## src/rtl/rf_black_widow_result_wb.sv

```systemverilog
// Result writeback stage: per-source result FIFOs (ALU and load unit), an
// alternating arbiter onto the single register-file write port, a registered
// write/forwarding stage and a pending-write scoreboard query.
module rf_black_widow_result_wb #(
    parameter int WID   = 80,
    parameter int RW    = 6,
    parameter int DEPTH = 2
) (
    input  logic           clk_i,
    input  logic           rst_ni,
    input  logic           flush_i,
    input  logic           alu_v_i,
    input  logic [RW-1:0]  alu_rd_i,
    input  logic [WID-1:0] alu_res_i,
    output logic           alu_rdy_o,
    input  logic           mem_v_i,
    input  logic [RW-1:0]  mem_rd_i,
    input  logic [WID-1:0] mem_res_i,
    output logic           mem_rdy_o,
    output logic           wr_o,
    output logic [RW-1:0]  wr_rd_o,
    output logic [WID-1:0] wr_res_o,
    input  logic [RW-1:0]  q_rd_i,
    output logic           q_busy_o
);
    localparam int PW = $clog2(DEPTH);
    localparam int CW = $clog2(DEPTH + 1);

    // Last-grant state; MEM after reset so the ALU wins the first contention.
    localparam logic [0:0] GRANT_ALU = 1'b0;
    localparam logic [0:0] GRANT_MEM = 1'b1;

    // Source index 0 = ALU, 1 = MEM.
    logic [1:0]           src_v;
    logic [1:0]           src_full;
    logic [1:0]           src_ne;
    logic [1:0]           src_grant;
    logic [1:0]           src_busy;
    logic [1:0][RW-1:0]   src_rd;
    logic [1:0][WID-1:0]  src_res;
    logic [1:0][RW-1:0]   head_rd;
    logic [1:0][WID-1:0]  head_res;

    logic [0:0]           last_q, last_d;
    logic                 wr_q, wr_d;
    logic [RW-1:0]        wr_rd_q, wr_rd_d;
    logic [WID-1:0]       wr_res_q, wr_res_d;
    logic [RW-1:0]        sel_rd;
    logic [WID-1:0]       sel_res;

    assign src_v   = {mem_v_i, alu_v_i};
    assign src_rd  = {mem_rd_i, alu_rd_i};
    assign src_res = {mem_res_i, alu_res_i};

    genvar gi;
    generate
        for (gi = 0; gi < 2; gi++) begin : g_fifo
            logic [RW-1:0]  rd_mem_q  [DEPTH];
            logic [WID-1:0] res_mem_q [DEPTH];
            logic [PW-1:0]  wr_ptr_q, wr_ptr_d;
            logic [PW-1:0]  rd_ptr_q, rd_ptr_d;
            logic [CW-1:0]  count_q, count_d;
            logic           push;
            logic           pop;
            logic           hit;
            logic [PW-1:0]  offs;

            // Ready depends only on occupancy, so a full FIFO refuses even when popping.
            assign push = src_v[gi] & ~src_full[gi];
            assign pop  = src_grant[gi];

            // Pointer/occupancy next state; flush empties the FIFO and drops this cycle's push.
            always_comb begin
                wr_ptr_d = wr_ptr_q;
                rd_ptr_d = rd_ptr_q;
                count_d  = count_q;
                if (flush_i) begin
                    wr_ptr_d = '0;
                    rd_ptr_d = '0;
                    count_d  = '0;
                end else begin
                    if (push) wr_ptr_d = wr_ptr_q + PW'(1);
                    if (pop)  rd_ptr_d = rd_ptr_q + PW'(1);
                    count_d = count_q + CW'(push) - CW'(pop);
                end
            end

            // Pointer and occupancy registers.
            always_ff @(posedge clk_i or negedge rst_ni) begin
                if (!rst_ni) begin
                    wr_ptr_q <= '0;
                    rd_ptr_q <= '0;
                    count_q  <= '0;
                end else begin
                    wr_ptr_q <= wr_ptr_d;
                    rd_ptr_q <= rd_ptr_d;
                    count_q  <= count_d;
                end
            end

            // Entry storage; contents are only meaningful below the occupancy count.
            always_ff @(posedge clk_i) begin
                if (push) begin
                    rd_mem_q[wr_ptr_q]  <= src_rd[gi];
                    res_mem_q[wr_ptr_q] <= src_res[gi];
                end
            end

            // Scoreboard match over occupied slots (the head being popped still counts).
            always_comb begin
                hit  = 1'b0;
                offs = '0;
                for (int i = 0; i < DEPTH; i++) begin
                    offs = PW'(i) - rd_ptr_q;
                    if ((CW'(offs) < count_q) && (rd_mem_q[i] == q_rd_i)) hit = 1'b1;
                end
            end

            assign src_busy[gi] = hit;
            assign src_ne[gi]   = (count_q != '0);
            assign src_full[gi] = (count_q == CW'(DEPTH));
            assign head_rd[gi]  = rd_mem_q[rd_ptr_q];
            assign head_res[gi] = res_mem_q[rd_ptr_q];
        end
    endgenerate

    // Alternating arbiter: a lone non-empty source wins, otherwise the one not granted last.
    always_comb begin
        src_grant = 2'b00;
        if (src_ne[0] && (!src_ne[1] || (last_q == GRANT_MEM))) src_grant[0] = 1'b1;
        else if (src_ne[1])                                     src_grant[1] = 1'b1;
    end

    assign sel_rd  = src_grant[1] ? head_rd[1]  : head_rd[0];
    assign sel_res = src_grant[1] ? head_res[1] : head_res[0];

    // Write-stage next state; r0 results retire silently, idle cycles hold tag/data.
    always_comb begin
        wr_d     = 1'b0;
        wr_rd_d  = wr_rd_q;
        wr_res_d = wr_res_q;
        last_d   = last_q;
        if (flush_i) begin
            last_d = GRANT_MEM;
        end else if (|src_grant) begin
            last_d = src_grant[1] ? GRANT_MEM : GRANT_ALU;
            if (sel_rd != '0) begin
                wr_d     = 1'b1;
                wr_rd_d  = sel_rd;
                wr_res_d = sel_res;
            end
        end
    end

    // Registered write port / forwarding bus and last-grant.
    always_ff @(posedge clk_i or negedge rst_ni) begin
        if (!rst_ni) begin
            wr_q     <= 1'b0;
            wr_rd_q  <= '0;
            wr_res_q <= '0;
            last_q   <= GRANT_MEM;
        end else begin
            wr_q     <= wr_d;
            wr_rd_q  <= wr_rd_d;
            wr_res_q <= wr_res_d;
            last_q   <= last_d;
        end
    end

    assign alu_rdy_o = ~src_full[0];
    assign mem_rdy_o = ~src_full[1];
    assign wr_o      = wr_q;
    assign wr_rd_o   = wr_rd_q;
    assign wr_res_o  = wr_res_q;
    assign q_busy_o  = (q_rd_i != '0) & (|src_busy);

endmodule

```

## config.mk

```make
export PLATFORM = sky130hd
export DESIGN_NAME = rf_black_widow_result_wb
export DESIGN_NICKNAME = d
export VERILOG_FILES = /design/src/rtl/rf_black_widow_result_wb.sv
export SDC_FILE = /design/constraint.sdc
export NUM_CORES = 1
export LEC_CHECK = 0
export BUFFER_PORTS_ARGS = -buffer_cell sky130_fd_sc_hd__buf_2
export CAP_MARGIN = 20
export CORE_MARGIN = 5
export CORE_UTILIZATION = 45
export DETAILED_ROUTE_END_ITERATION = 8
export GPL_ROUTABILITY_DRIVEN = 0
export HOLD_SLACK_MARGIN = 0.08
export MAX_ROUTING_LAYER = met4
export PLACE_DENSITY = 0.64
export SLEW_MARGIN = 20
export SYNTH_ARGS = -nofsm -noshare
export SYNTH_HDL_FRONTEND = slang
export SYNTH_SLANG_ARGS = --single-unit
```

## constraint.sdc

```tcl
create_clock -name clk_i -period 6.2 [get_ports clk_i]
set_clock_uncertainty 0.2 [all_clocks]
set_input_delay 0.62 -clock clk_i [delete_from_list [all_inputs] [get_ports clk_i]]
set_output_delay 0.62 -clock clk_i [all_outputs]
set_load 0.05 [all_outputs]
```

==> results.ini, run 1 <==
[clocking]
cts.root.buffer_cell=clkbuf_16
cts_max_level=2
path_clk_slew_ps=60
cts_setup_buffers=0
cts_sinks=440
worstSkewPairLatency_ps=560
cts_inserted_buffers=45
cts_tree=done
cts.path.max_buffers=3

[setup_path]
r2r_cells=5
crit_fanout=90
cp.arrival_ps=2910
required_ps=5380
critPathKind=flip-flop to output port
rrSetupSlack_ps=3140
crit_path_end_kind=output port
startpoint_type=flip-flop

[finish]
syn_to_final_growth_pct=30.1
final_area_um2=22300
finish.utilization_pct=59.3
drive_gt1_share_pct=27.9
nets=1661
nFillCells=2884

[power]
power.share.switching_pct=37.0
p_switching_uw=3970
peakVddDrop_mv=0.352
p_leak_uw=0.00819
intPower_uw=6750
power_density_nw_per_um2=481
p_comb_share_pct=34.5
p_seq_share_pct=40.3
clkPwrFrac_pct=25.3

[sta]
period_share_pct=60.1
final-max-slew-violation-count=0
rsz0062_at_grt=false
relSlewSlack_pct=30.8
setup_viol=0
worst_slack_ps=2470
tightest_slew_ps=1040
setup_tns_ps=0
finalCriticalPeriod_ps=3730
clock.fmax_mhz=268
holdWs_ps=172
hold_viol=0

[placed_design]
io_buffers=272
pre_cts_slack_ps=2920
post-dp-hpwl_um=23500
place_area_um2=19000

[route]
drt_wl_total_um=39900
drc_errors=0
vias_per_cell=5.06
drtIter0Drc=488
ant_nets=0
top_layer=met4
drtPass1Iterations=4
routed-wl-met2_um=20500
drt-wirelength-per-cell_um=19.7
met1_length_um=16700
vias=10300
wl_met3_um=1950

[grt]
grt-ovfl-total=0
antenna_found_initial=5
track_usage_pct=19.5
grt_max_degree=91
grt_pass1_wl_um=61100
grt_pass1_vias=10900

[synthesis]
synth_area_leaders=edfxtp_1, dfrtp_1, mux2i_1
netlist_instances=1033
synth_top_area_cell=edfxtp_1
ys_ff_latch=440
synth_top_area_share_pct=60.4
syn_avg_cell_area_um2=16.6
syn_area_um2=17100
ys_dominant_reg_cell=edfxtp_1
yosys_warnings=0
syn_nets=1220
yosysMostFrequentCell=edfxtp_1
synth-async-reset-ratio_pct=21.8
yosys-top-cells-count=edfxtp_1, dfrtp_1, a21oi_1, nor2b_1, mux2i_1
synth_edf_count=344
yosysUniqueCellTypes=36
seq_area_frac_synth_pct=74.4

[floorplan]
die_w_um=205
fp.dieH_um=205
initial_core_util_pct=45.5
core_area_um2=37600
ios=273
rows=71
dieArea_um2=42000

[min_path]
hp-class=primary input to flip-flop
min_path_cells=2

[job]
cap_violations=0

[status]
outcome=completed

-- per-layer routing --
metal	vias to the layer above	track usage (%)
met3	48	4.16
met4	0	4.52
li1	4843	-
met2	224	33.6
met1	5140	23.8
met5	-	-
-- cells by family (layout without fill, tap and decap cells) --
| logic type | Yosys count | in the layout | synth area share (%) |
|---|---|---|---|
| AO/OA/AOI/OAI | 187 | 187 | 6.91 |
| XOR/XNOR | 31 | 31 | 1.59 |
| adder cells (fa/ha/maj) | 4 | 4 | 0.292 |
| buffers and inverters | 69 | 546 | 1.75 |
| flip-flops | 440 | 440 | 74.4 |
| multiplexers | 172 | 172 | 10.7 |
| other | 0 | 6 | 0 |
| AND/OR/NAND/NOR | 130 | 130 | 4.39 |
-- layout make-up --
type	count	area [um2]	area share, %
tap	511	639	2.87
multi-input combinational	524	4120	18.5
timing repair buffer	458	3240	14.5
inverter	5	18.8	0.0843
clock buffer	61	1270	5.70
antenna	6	15.0	0.0674
clock inverter	22	225	1.01
sequential	440	12700	57.2
-- power by group through the flow --
| stage | Sequential (uW) | Clock [uW] | Combinational, uW |
|---|---|---|---|
| after detailed placement | 4380 | 0 | 3630 |
| after global routing | 4390 | 2890 | 3960 |
| after global placement | 4360 | 0 | 3560 |
| after CTS | 4320 | 2770 | 3720 |
| final | 4310 | 2710 | 3690 |
| after floorplan | 5200 | 0 | 1820 |
-- cells in the final DEF (no fill, tap or decap), types with 2 or more instances in the layout --
cell             n
a21oi_1         93
diode_2          6
nor2_1          13
mux2i_1         87
a211oi_1        85
buf_12           2
clkinv_2         9
edfxtp_1       344
dlygate4sd3_1  173
clkinv_4         2
nand4_1          2
nor2_4           2
and3_4           2
or4_1            2
nor4_1           4
clkinvlp_4       3
clkbuf_8         4
xor2_1          11
buf_2          271
mux2_2          55
clkbuf_16       47
clkbuf_1        10
nand3_1          4
nor3_1           4
ha_1             4
bufinv_16        4
dfrtp_4          2
dfrtp_1         93
mux2_1          30
nand2b_1         2
nand2_1          7
xnor2_1         20
inv_1            4
nor2b_1         88
clkinv_1         3
buf_4           11
-- worst paths after layout --
check                                    from                 end
setup reg to reg           g_fifo[1].rd_ptr_q        wr_res_o[50]
hold / removal                        flush_i  g_fifo[1].rd_ptr_q
hold reg to reg                    wr_rd_o[2]          wr_rd_o[2]
max in group asynchronous              rst_ni  g_fifo[0].rd_ptr_q
setup / recovery           g_fifo[1].rd_ptr_q            q_busy_o
min in group asynchronous              rst_ni        wr_res_o[21]
-- critical path: stages, from the launching register on --
cell	delay [ps]
dfrtp_4	1070
a21oi_1	140
or4_1	500
o22ai_1	110
nor3_1	90
a21oi_1	150
buf_2	280
-- metrics by stage --
stage	instances	total power, uW
finish	2027	10700
global route	2026	11200
CTS	2020	10800
detailed placement	1764	8000
global placement	1764	7920
floorplan	1033	7020
-- repair_timing --
action,in CTS,in global routing
resized for setup,0,0
hold buffers,173,0
hold endpoints to repair,399,0
-- flip-flops by register name, summed over array words and instances, names as in the netlist --
register,cells
g_fifo.wr_ptr_q,2
wr_rd_o,6
g_fifo.rd_ptr_q,2
wr_res_o,80
wr_o,1
last_q,1
g_fifo.res_mem_q,320
g_fifo.rd_mem_q,24
g_fifo.count_q,4
No activity file was read; power rests on OpenSTA's default activity.
==> run 2: changes to the inputs <==
==> constraint.sdc (replaced) <==
create_clock -name clk_i -period 3.72 [get_ports clk_i]
set_clock_uncertainty 0.2 [all_clocks]
set_input_delay 0.372 -clock clk_i [delete_from_list [all_inputs] [get_ports clk_i]]
set_output_delay 0.372 -clock clk_i [all_outputs]
set_load 0.05 [all_outputs]
==> run 2 against run 1 <==
First-iteration DRC count increased by 4.1%; worst setup slack got worse by 1900 ps; combinational power increased by 71%; power increased by 67%; routed wire length increased by 0.67%; cell area increased by 0.33%; non-clock buffer count increased by 3; die area unchanged; worst hold slack improved by 28 ps; global-route usage increased by 0.16 points; flip-flop and latch count unchanged; critical path type unchanged; largest power group unchanged.
==> results.ini, run 2 (synthesis gave the netlist of run 1 again) <==
[sta]
period_share_pct=83.7
finalCriticalPeriod_ps=3110
tightest_slew_ps=884
clock.fmax_mhz=321
rsz0062_at_grt=false
hold_viol=0
setup_viol=0
setup_tns_ps=0
relSlewSlack_pct=41.1
final-max-slew-violation-count=0

[placed_design]
place_area_um2=19100
post-dp-hpwl_um=22800
io_buffers=272

[power]
p_leak_uw=0.00821
p_switching_uw=6660
power_density_nw_per_um2=800
peakVddDrop_mv=0.631
p_seq_share_pct=39.6
p_comb_share_pct=35.4
clkPwrFrac_pct=25.0
power.share.switching_pct=37.3
intPower_uw=11200

[clocking]
holdBufCountCts=176
cts_inserted_buffers=45
cts.path.max_buffers=3
cts_sinks=440
post_cts_resized=0
cts.root.buffer_cell=clkbuf_16
cts_setup_buffers=0
cts_max_level=2
worstSkewPairLatency_ps=580
path_clk_slew_ps=60
cts_tree=done

[finish]
layout_commonest_cell=edfxtp_1
nets=1664
max_flop_register=g_fifo.res_mem_q
final_area_um2=22300
multi_input_area_um2=4120
final-seq-area_um2=12700
finish.utilization_pct=59.4
largest_reg_flops=320
nFillCells=2877
drive_gt1_share_pct=27.7
final_cell_mix=edfxtp_1, buf_2, dlygate4sd3_1, a21oi_1, dfrtp_1
syn_to_final_growth_pct=30.5

[route]
drtPass1Iterations=4
ant_nets=0
drtIter0Drc=508
drc_errors=0
vias=10300
drt-wirelength-per-cell_um=19.8
vias_per_cell=5.07
drt_wl_total_um=40100

[grt]
track_usage_pct=19.6
grt_max_degree=171
grt_pass1_wl_um=61500
grt_pass1_vias=10900
grt-ovfl-total=0
antenna_found_initial=5

[floorplan]
dieArea_um2=42000
die_w_um=205
initial_core_util_pct=45.5
rows=71
core_area_um2=37600
ios=273
fp.dieH_um=205

[setup_path]
crit_path_end_kind=output port
critPathKind=flip-flop to output port
cp.arrival_ps=2540
required_ps=3150
startpoint_type=flip-flop
crit_fanout=39

[status]
outcome=completed

[min_path]
hp-class=primary input to async pin

[job]
cap_violations=0

run 2: changes by cell type in the layout (fill, tap and decap cells not counted):
cell	before	now
clkbuf_16	47	45
clkbuf_1	10	13
diode_2	6	5
buf_12	2	8
buf_16	1	0
buf_4	11	6
clkinv_2	9	8
clkbuf_8	4	6
clkinvlp_4	3	2
dlygate4sd3_1	173	176
clkinv_8	0	2
clkinv_4	2	0
run 2: area by class of cell:
type	instances	area share (%)
clock buffers	64	5.63
multi-input cells	524	18.4
repair buffers	461	14.9
diodes	5	0.0560
inverters	5	0.0840
well taps	511	2.86
flip-flops and latches	440	57.0
clock inverters	20	1.02
run 2: per-layer routing:
layer	GRT usage, %	up-vias	part of all wire [%]
met2	32.1	276	49
met3	3.80	68	5.0
met5	-	-	0
met1	25.2	5098	43
li1	-	4853	-
met4	6.12	0	2.6
run 2: metrics by stage:
stage	hold slack (ps)	worst slack (ps)	instances	power, uW
final	200	605	2030	17900
after global routing	270	473	2030	18800
after CTS	217	592	2025	18100
after detailed placement	271	737	1765	13400
after global placement	264	773	1765	13300
after floorplan	-124	51.3	1033	11700
run 2: final timing paths:
check	startpoint	endpoint	slack, ps	depth (start not counted)
max	g_fifo[0].rd_ptr_q	q_busy_o	610	5
min	rst_ni	wr_res_o[24]	200	2
max reg2reg	g_fifo[0].rd_ptr_q	wr_res_o[69]	780	6
min reg2reg	wr_res_o[4]	wr_res_o[4]	280	1
max in group asynchronous	rst_ni	wr_res_o[66]	2290	3
min in group clk_i	wr_res_o[4]	wr_res_o[4]	280	1
run 2: critical path: stages, from the launching register on:
cell	delay, ps
dfrtp_4	890
a21oi_1	170
nor4_1	340
nor3_1	160
a21oi_1	130
buf_2	280
run 2: power groups by stage:
stage | registers, uW | logic (uW) | clock network, uW
after global placement | 7150 | 6130 | 0
after CTS | 7090 | 6390 | 4590
after detailed placement | 7170 | 6230 | 0
after global routing | 7200 | 6770 | 4800
final | 7080 | 6320 | 4470
after floorplan | 8630 | 3040 | 0
==> run 3: changes to the inputs <==
--- a/config.mk
+++ b/config.mk
@@ -5,6 +5,7 @@
 export SDC_FILE = /design/constraint.sdc
 export NUM_CORES = 1
 export LEC_CHECK = 0
+export ABC_AREA = 1
 export BUFFER_PORTS_ARGS = -buffer_cell sky130_fd_sc_hd__buf_2
 export CAP_MARGIN = 20
 export CORE_MARGIN = 5
==> constraint.sdc (replaced) <==
create_clock -name clk_i -period 3.2 [get_ports clk_i]
set_clock_uncertainty 0.2 [all_clocks]
set_input_delay 0.32 -clock clk_i [delete_from_list [all_inputs] [get_ports clk_i]]
set_output_delay 0.32 -clock clk_i [all_outputs]
set_load 0.05 [all_outputs]
==> run 3 against run 2 <==
Register-to-register slack worse by 300 ps; largest power group unchanged; clock-buffer cell count rose by 9; routed wire length rose by 14%; clock power rose by 16%; cell count is 23% higher; flip-flop and latch count stayed put; via count rose by 23%; worst setup slack got worse by 330 ps; cell area is 1.0% higher; sequential share of layout area down 0.58 points.
==> results.ini, run 3 <==
[status]
outcome=completed

[finish]
drive_gt1_share_pct=19.0
max_flop_register=g_fifo.res_mem_q
layout_commonest_cell=nand2_1
syn_to_final_growth_pct=29.6
final_cell_mix=nand2_1, edfxtp_1, buf_2, dlygate4sd3_1, nor2_1
nets=2135
n_antenna_cell=0
largest_reg_flops=320

[sta]
hold_viol=0
rsz0062_at_grt=false
relSlewSlack_pct=44.1
final-max-slew-violation-count=0
finalCriticalPeriod_ps=2930
clock.fmax_mhz=341
period_share_pct=91.5
setup_tns_ps=0
tightest_slew_ps=838
worst_slack_ps=271
setup_viol=0

[placed_design]
post-dp-hpwl_um=26200
pre_cts_slack_ps=475
io_buffers=272

[route]
drtPass1Iterations=5
drt_wl_total_um=45700
ant_nets=0
vias_per_cell=5.04
drc_errors=0
drt-wirelength-per-cell_um=18.2
vias=12600
drtIter0Drc=795

[synthesis]
yosys-top-cells-count=nand2_1, edfxtp_1, nor2_1, dfrtp_1, nand3_1
yosysMostFrequentCell=nand2_1
synth-async-reset-ratio_pct=21.8
yosysUniqueCellTypes=33
synth_edf_count=344
netlist_instances=1515
seq_area_frac_synth_pct=73.1
synth_top_area_cell=edfxtp_1
ys_dominant_reg_cell=edfxtp_1
synth_top_area_share_pct=59.3
yosys_warnings=0
ys_ff_latch=440
syn_area_um2=17400
syn_avg_cell_area_um2=11.5
syn_nets=1702
synth_area_leaders=edfxtp_1, dfrtp_1, nand2_1

[setup_path]
crit_buf_inv=2
required_ps=2680
crit_family=buffers and inverters
worst_path_largest_cell_delay_ps=500
critPathKind=flip-flop to output port
crit_path_frequent_cell=nor2_1
crit_fanout=53
cp.arrival_ps=2410
path_cells=buf_6, a21oi_1, nor2_1, nand4_1, nand2_1, nor2_1, nor2_1, buf_2
slowest_stage=dfrtp_4
crit_path_end_kind=output port
startpoint_type=flip-flop

[power]
power_density_nw_per_um2=928
peakVddDrop_mv=0.575
p_leak_uw=0.00966

[job]
cap_violations=0

[clocking]
cts.root.buffer_cell=clkbuf_16
cts_setup_buffers=0
worstSkewPairLatency_ps=570
cts.path.max_buffers=3
cts_max_level=2
path_clk_slew_ps=60
cts_inserted_buffers=46
cts_sinks=440
cts_tree=done

[floorplan]
core_area_um2=38500
die_w_um=207
ios=273
dieArea_um2=42700
fp.dieH_um=207
rows=72
initial_core_util_pct=45.3

[min_path]
hp-class=primary input to async pin

[grt]
antenna_found_initial=0
track_usage_pct=21.8
grt_pass1_vias=12900
grt-ovfl-total=0
grt_max_degree=115
grt_pass1_wl_um=70300

-- run 3: cell count changes in the layout (fill, tap and decap cells not counted), sizes merged, moves of 19 or more --
cell    before  now
a211oi      85    0
a31oi        0   80
inv          6   25
nor2        15  104
mux2i       87    0
nand3        4   86
a21oi       94   11
mux2        85    0
nand2        7  633
nor2b       88    0
-- run 3: cells by family after synthesis --
group,synth area share [%]
and+or+nand+nor,19.0
DFF,73.1
buffers and inverters,2.90
AOI/OAI and AO/OA,3.62
xor gates and xnor gates,1.06
adders and majority gates,0.287
-- run 3: per-stage QoR --
step / cells / total power (uW) / cell area (um2) / util (%) / hold slack [ps]
2_1_floorplan: 1515 / 13500 / 17400 / - / -176
3_3_place_gp: 2242 / 15600 / 19300 / 50.2 / 250
3_5_place_dp: 2242 / 15700 / 19300 / 50.2 / 254
4_1_cts: 2504 / 21100 / 22600 / 58.7 / 188
5_1_grt: 2504 / 22100 / 22600 / 58.7 / 233
6_report: 2504 / 20900 / 22600 / 58.7 / 171
-- run 3: path summary, 6_finish.rpt --
check	start	to	slack (ps)	depth (start not counted)
min in group clk_i	wr_res_o[34]	wr_res_o[34]	270	2
max in group asynchronous	rst_ni	last_q	1810	3
worst min-delay path	rst_ni	wr_res_o[0]	170	2
worst min register to register	wr_res_o[34]	wr_res_o[34]	270	2
worst max-delay path	g_fifo[0].rd_ptr_q	q_busy_o	270	8
worst max register to register	g_fifo[1].count_q[1]	wr_res_o[42]	480	7
-- run 3: report_power, final --
| part | total (uW) | internal [uW] | switching [uW] |
|---|---|---|---|
| registers | 7930 | 7380 | 549 |
| logic | 7820 | 2050 | 5770 |
| clock network | 5190 | 3060 | 2130 |
-- run 3: per-layer routing --
layer | vias to the layer above | GRT usage, % | share of wire [%]
met2 | 432 | 36.3 | 49
met1 | 6100 | 27.9 | 42
li1 | 6009 | - | -
met5 | - | - | 0
met4 | 0 | 6.94 | 2.5
met3 | 75 | 3.33 | 6.4
-- run 3: cell type report --
class                   instances  area, um2
flip-flops and latches        440      12700
clock buffers                  73       1350
clock inverters                13        133
repair buffers                471       3390
fillers                      3099      15900
well taps                     518        648
inverters                      24       93.8
multi-input cells             965       4210
-- run 3: what timing repair did --
action / in CTS / in global routing
gates resized for setup: 0 / 1
hold endpoints to repair: 404 / 0
hold buffers: 176 / 0
endpoints found under the setup margin: 0 / 1
